`config.mk`:
```
export PLATFORM = sky130hd
export DESIGN_NAME = alu_sequencer
export DESIGN_NICKNAME = d
export VERILOG_FILES = /design/src/rtl/alu_sequencer.sv
export SDC_FILE = /design/constraint.sdc
export NUM_CORES = 1
export LEC_CHECK = 0
export CAP_MARGIN = 20
export CORE_MARGIN = 2
export CORE_UTILIZATION = 35
export CTS_CLUSTER_SIZE = 10
export DETAILED_ROUTE_END_ITERATION = 7
export GPL_ROUTABILITY_DRIVEN = 1
export SYNTH_ARGS = -nofsm -noshare
export SYNTH_HDL_FRONTEND = slang
export SYNTH_SLANG_ARGS = --single-unit
```
`constraint.sdc`:
```
create_clock -name CLK -period 2.95 [get_ports CLK]
set_input_delay 0.7375 -clock CLK [delete_from_list [all_inputs] [get_ports CLK]]
set_output_delay 0.7375 -clock CLK [all_outputs]
set_load 0.05 [all_outputs]
```
`src/rtl/alu_sequencer.sv`:
```
// Command sequencer: buffers {op, operand} commands in a FIFO and drives an
// external 9-bit ALU, retiring one command every two cycles into the accumulator.
module alu_sequencer #(
    parameter int unsigned FIFO_DEPTH = 4
) (
    input  logic       CLK,
    input  logic       RESET,
    input  logic       CMD_VALID,
    output logic       CMD_READY,
    input  logic [1:0] CMD_OP,
    input  logic [8:0] CMD_DATA,
    output logic [1:0] ALU_SEL,
    output logic [8:0] ALU_AC,
    output logic [8:0] ALU_DR,
    input  logic [8:0] ALU_OUT,
    input  logic       ALU_CARRY,
    output logic [8:0] AC_Q,
    output logic       CARRY_Q,
    output logic       BUSY,
    output logic       DONE
);

    localparam int unsigned PW = $clog2(FIFO_DEPTH);
    localparam int unsigned CW = PW + 1;
    localparam logic [CW-1:0] FULL_CNT = CW'(FIFO_DEPTH);
    localparam logic [1:0] OP_LOAD = 2'b11;

    typedef enum logic {
        S_IDLE,
        S_EXEC
    } state_t;

    state_t        r_state;
    logic [10:0]   r_mem [FIFO_DEPTH];
    logic [PW-1:0] r_wr_ptr;
    logic [PW-1:0] r_rd_ptr;
    logic [CW-1:0] r_count;
    logic [8:0]    r_dr;
    logic [8:0]    r_ac;
    logic [1:0]    r_op;
    logic          r_carry;
    logic          r_done;

    logic          w_full;
    logic          w_empty;
    logic          w_push;
    logic          w_pop;
    logic [10:0]   w_head;

    // Ready looks only at the registered count, so a same-cycle pop never frees a slot early.
    assign w_full  = (r_count == FULL_CNT);
    assign w_empty = (r_count == '0);
    assign w_push  = CMD_VALID && !w_full;
    assign w_pop   = (r_state == S_IDLE) && !w_empty;
    assign w_head  = r_mem[r_rd_ptr];

    always_ff @(posedge CLK) begin
        if (w_push) begin
            r_mem[r_wr_ptr] <= {CMD_OP, CMD_DATA};
        end
    end

    always_ff @(posedge CLK or posedge RESET) begin
        if (RESET) begin
            r_wr_ptr <= '0;
            r_rd_ptr <= '0;
            r_count  <= '0;
        end else begin
            if (w_push) begin
                r_wr_ptr <= r_wr_ptr + PW'(1);
            end
            if (w_pop) begin
                r_rd_ptr <= r_rd_ptr + PW'(1);
            end
            case ({w_push, w_pop})
                2'b10:   r_count <= r_count + CW'(1);
                2'b01:   r_count <= r_count - CW'(1);
                default: r_count <= r_count;
            endcase
        end
    end

    always_ff @(posedge CLK or posedge RESET) begin
        if (RESET) begin
            r_state <= S_IDLE;
            r_dr    <= '0;
            r_op    <= '0;
            r_ac    <= '0;
            r_carry <= 1'b0;
            r_done  <= 1'b0;
        end else begin
            case (r_state)
                S_IDLE: begin
                    r_done <= 1'b0;
                    if (!w_empty) begin
                        r_dr    <= w_head[8:0];
                        r_op    <= w_head[10:9];
                        r_state <= S_EXEC;
                    end
                end
                S_EXEC: begin
                    if (r_op == OP_LOAD) begin
                        r_ac    <= r_dr;
                        r_carry <= 1'b0;
                    end else begin
                        r_ac    <= ALU_OUT;
                        r_carry <= ALU_CARRY;
                    end
                    r_done  <= 1'b1;
                    r_state <= S_IDLE;
                end
                default: begin
                    r_done  <= 1'b0;
                    r_state <= S_IDLE;
                end
            endcase
        end
    end

    assign CMD_READY = !w_full;
    assign ALU_SEL   = (r_op == OP_LOAD) ? 2'b00 : r_op;
    assign ALU_AC    = r_ac;
    assign ALU_DR    = r_dr;
    assign AC_Q      = r_ac;
    assign CARRY_Q   = r_carry;
    assign BUSY      = (r_state == S_EXEC) || !w_empty;
    assign DONE      = r_done;

endmodule

```
# Word level (Yosys, flattened, before mapping)
# Memories as Yosys holds them, arrays and structs flattened. A register that Yosys moved wholly into a read port is not among the register bits.
# Index checks and enable logic that the tools add are counted.
# Widths: inputs -> output; s select.
[totals]
reg_bits = 19
input_bits = 24
out_inout_bits = 33
mem_count = 1
ram_bits = 44
[op_classes]
eq_ne = 4
n_mux = 9
n_bitwise = 2
n_reduce_logical = 8
addsub = 4
[memory_table]
columns = ["name", "words", "word_bits", "read_ports", "rd_ports_with_merged_regs", "write_ports", "line_no", "rtl"]
rows = [
  ["r_mem", 4, 11, 1, 1, 1, "34", "logic [10:0] r_mem [FIFO_DEPTH];"],
]
[op_table]
columns = ["op", "count"]
rows = [
  ["$mux 9", 1],
  ["$pmux 3 s2", 1],
  ["$add 2x1->2 const B", 2],
  ["$eq 2x2->1 const B", 2],
  ["$mux 1", 4],
  ["$pmux 1 s2", 2],
  ["$add 3x1->3 const B", 1],
  ["$eq 3x3->1 const B", 1],
  ["$logic_not 3->1", 1],
  ["$sub 3x1->3 const B", 1],
  ["$eq 2x1->1 const B", 1],
  ["$logic_and 1x1->1", 2],
  ["$logic_not 1->1", 2],
  ["$mux 2", 1],
  ["$not 1->1", 2],
  ["$reduce_and 2->1", 1],
  ["$reduce_bool 2->1", 1],
  ["$logic_or 1x1->1", 1],
]

# Depth between registers and ports, before layout
[depth]
word_depth = 5
ltp_mapped = 9
depth_no_buf = 9

# Least setup slack after synthesis
# Ideal clock, no wire load.
[synth_timing]
path_type = "register to register"
start = "reg r_count[0]"
end = "reg r_count[2]"
arrival_time_ns = 2.116
path_buffers = 0
required_ns = 2.871
path_stages_with_launch = 10
setup_time_ns = 0.079
setup_slack_ns = 0.755
cell_sequence = "dfrtp_1 or3b_4 and2_4 inv_1 ha_1 inv_1 fa_1 xor2_1 nor2_1 xor2_1"
[synth_via]
elab_chain_len = 5
elab_cells_between_ends = 12
[synth_rtl]
columns = ["element", "line_no", "rtl"]
rows = [
  ["from (decl)", "37", "logic [CW-1:0] r_count;"],
  ["from (signal assigned)", "76", "2'b10: r_count <= r_count + CW'(1);"],
  ["from (signal assigned)", "77", "2'b01: r_count <= r_count - CW'(1);"],
  ["from (signal assigned)", "78", "default: r_count <= r_count;"],
  ["$eq 3x3->1 *", "51", "assign w_full = (r_count == FULL_CNT);"],
  ["$logic_not 1->1 *", "-", ""],
  ["via CMD_READY", "9", "output logic CMD_READY,"],
  ["$logic_and 1x1->1 *", "53", "assign w_push = CMD_VALID && !w_full;"],
  ["$eq 2x1->1 or $eq 2x2->1 (tied branches)", "75", "case ({w_push, w_pop})"],
  ["$pmux 3 s2 or $reduce_bool 2->1 (tied branches)", "-", ""],
]
# The timed path passes the listed nets; every way through them passes the cells marked *.
# A chain may end at the register's enable or synchronous reset.

# Worst setup path in the final report
[layout_timing]
start = "reg r_count[0]"
end = "out BUSY"
[layout_via]
elab_chain_len = 3
[layout_rtl]
columns = ["element", "line_no", "rtl"]
rows = [
  ["$logic_not 3->1", "52", "assign w_empty = (r_count == '0);"],
  ["$logic_not 1->1", "126", "assign BUSY = (r_state == S_EXEC) || !w_empty;"],
  ["$logic_or 1x1->1", "126", ""],
  ["to (decl)", "19", "output logic BUSY,"],
]
# No other way between the ends.

==> summary.md <==
| Metric | Value |
|---|---|
| Synth warn | `0` |
| Num CTS Buffers | `9` |
| Core area | `8590 um2` |
| Total track usage | `11.8%` |
| Multi-input gate area | `841 um2` |
| CTS Buffer Depth | `2` |
| Filler instances | `776` |
| Max-slew violations | `0` |
| Dpl cell area | `3670 um2` |
| R2R cell count | `9` |
| Worst-path clk slew | `0.07 ns` |
| DR DRC count | `0` |
| Initial antenna violation count | `0` |
| Crit share post-route | `94.4%` |
| Avg WL per Cell | `15.1 um` |
| Die ar. | `9450 um2` |
| CTS H-tree depth | `3` |
| Vias in the first global route | `1607` |
| FP Rows | `34` |
| CP Max Fanout | `4` |
| Number of vias per cell | `4.57` |
| GPL Wtd Cong | `0.734` |
| Initial Util | `35.4%` |
| WP data arrival | `2.05 ns` |
| Grt ovf | `0` |
| Max_slew headroom | `52.0%` |
| Vias | `1578` |
| Distinct cells, synth | `28` |
| P&R area growth vs syn | `25.6%` |
| Max Cap Viol | `0` |
| IO Pins | `57` |
| Seq/Total Area, Yosys | `68.1%` |
| CP cell instances | `nor3_1, or2b_1, clkdlybuf4s50_1` |
| Root Driver | `clkbuf_8` |
| Fin Clk Skew | `0.00441 ns` |
| Worst hold start | `r_count[2]` |
| CTS Hold Bufs | `0` |
| Hold-critical path endpoint | `r_count[2]` |
| Die Wd | `97.2 um` |
| Design area | `3820 um2` |
| Final Hold Vio Count | `0` |
| Most common cell after layout, fill and taps aside | `clkdlybuf4s50_1` |
| Req. time, crit path | `2.21 ns` |
| Most frequent cells in the layout | `56 x clkdlybuf4s50_1, 44 x edfxtp_1, 30 x dfrtp_1` |
| Post-cts sizing count | `0` |
| CTS tree | `yes` |
| Clk sinks | `74` |
| Setup Buffers After CTS | `0` |
| Hold Crit Depth | `1` |
| RSZ-0062 raised after global routing | `no` |
| Largest net degree at the start of global routing | `31` |
| Routed wire length | `5.22 mm` |
| Setup tns final | `0 ns` |
| Hold Path Class | `flip-flop to flip-flop` |
| Tightest Pin Transition | `0.720 ns` |
| Syn nets | `205` |
| Startpoint Class | `flip-flop` |
| WS Path Type | `flip-flop to primary output` |
| R2R Setup Slk | `0.73 ns` |
| Synthesized area | `3040 um2` |
| Gate Count Post-Synth | `175` |
| Nets | `262` |
| Initial DRC count | `86` |
| First-pass GRT wire length | `8.36 mm` |
| Place WS | `0.369 ns` |
| Die H | `97.2 um` |
| Crit. End Element | `primary output` |
| Avg Cell Area, Syn | `17.4 um2` |
| Flops & latches, synth | `74` |
| Slowest CP cell | `clkdlybuf4s50_1` |
| F_max | `0.359 GHz` |
| Antenna viol nets, final | `0` |
| N_diodes | `0` |
| TritonRoute pass-1 iters | `4` |
| Top Family by Delay on Critical Path | `buffers and inverters` |
| CP bufs+invs | `1` |
| IO Port Bufs | `56` |
| DP HPWL | `3.60 mm` |
| Setup-failing EPs final | `0` |
| Tmin final | `2.78 ns` |
| FF+latch area | `2070 um2` |
| Share of layout cells above drive strength 1 | `15.6%` |
| Status | `completed` |
| End of the worst register-to-register path | `r_count[2]` |
| Clk_lat worst skew | `0.34 ns` |
| CP max stage delay | `0.70 ns` |
| Origin of the critical flop-to-flop path | `r_count[0]` |
| Worst setup margin | `0.165 ns` |
==> state kept, by name (all words and copies together) (netlist names) <==
register  cells
r_wr_ptr      2
CARRY_Q       1
ALU_DR        9
r_mem        44
r_count       3
r_rd_ptr      2
r_op          2
AC_Q          9
r_state       1
DONE          1
==> metal layers <==
metal	vias to the layer above	global-route usage (%)	part of all wire (%)
li1	748	-	-
met1	762	14.5	45
met2	58	18.4	46
met3	10	4.68	6.7
met4	0	5.13	1.9
met5	-	0	0
==> stage by stage <==
stage                     instances  util, %  hold WS (ns)
after detailed placement        329     42.7         0.505
final                           345     44.5         0.504
after CTS                       345     44.5         0.515
after global placement          329     42.7         0.474
after global routing            345     44.5         0.521
after floorplan                 175        -         0.425
==> synth_stat cells <==
cell | count | area [um2]
ha_1 | 5 | 62.6
nor2_1 | 11 | 41.3
mux2i_1 | 10 | 100
inv_1 | 8 | 30.0
mux2_2 | 3 | 33.8
and2_4 | 1 | 8.76
xor2_1 | 4 | 35.0
or2b_1 | 1 | 7.51
nand3_1 | 1 | 5.00
nor3b_1 | 1 | 7.51
and3_1 | 4 | 25.0
buf_2 | 1 | 5.00
edfxtp_1 | 44 | 1320
xnor2_1 | 2 | 17.5
or3b_4 | 1 | 11.3
buf_4 | 10 | 75.1
mux4_2 | 8 | 180
o21ai_0 | 1 | 5.00
mux2_4 | 9 | 135
a21oi_1 | 9 | 45.0
nor2b_1 | 2 | 12.5
buf_6 | 1 | 11.3
dfrtp_1 | 30 | 751
mux4_1 | 3 | 78.8
fa_1 | 1 | 20.0
nor3_1 | 1 | 5.00
clkbuf_1 | 2 | 7.51
nand2_1 | 1 | 3.75
==> worst max-delay path by stage <==
stage | startpoint | end | depth (start not counted)
5_1_grt | r_count[0] | BUSY | 3
3_3_place_gp | CMD_VALID | r_count[2] | 9
4_1_cts | r_count[0] | BUSY | 3
6_report | r_count[0] | BUSY | 3
2_1_floorplan | r_count[0] | r_count[2] | 9
3_5_place_dp | CMD_VALID | r_count[2] | 9
==> final cells by class <==
cell class | instances | area share, %
Clock buffer | 11 | 3.44
Tap cell | 108 | 3.54
Sequential cell | 74 | 54.2
Timing Repair Buffer | 60 | 15.5
Inverter | 8 | 0.786
Multi-Input combinational cell | 79 | 22.0
Clock inverter | 5 | 0.557
==> logic make-up (layout without fill, tap and decap cells) <==
kind of cell	Yosys count	after routing	synth area share [%]
flops	74	74	68.1
mux	33	33	17.4
compound gates	10	10	1.65
simple gates	24	24	4.20
fa+ha+maj	6	6	2.71
buf+inv	22	84	4.24
xor+xnor	6	6	1.73
Power is left out: the tool's default activity adds up to more than one toggle a clock period on the data nets, which glitch-free logic cannot reach.
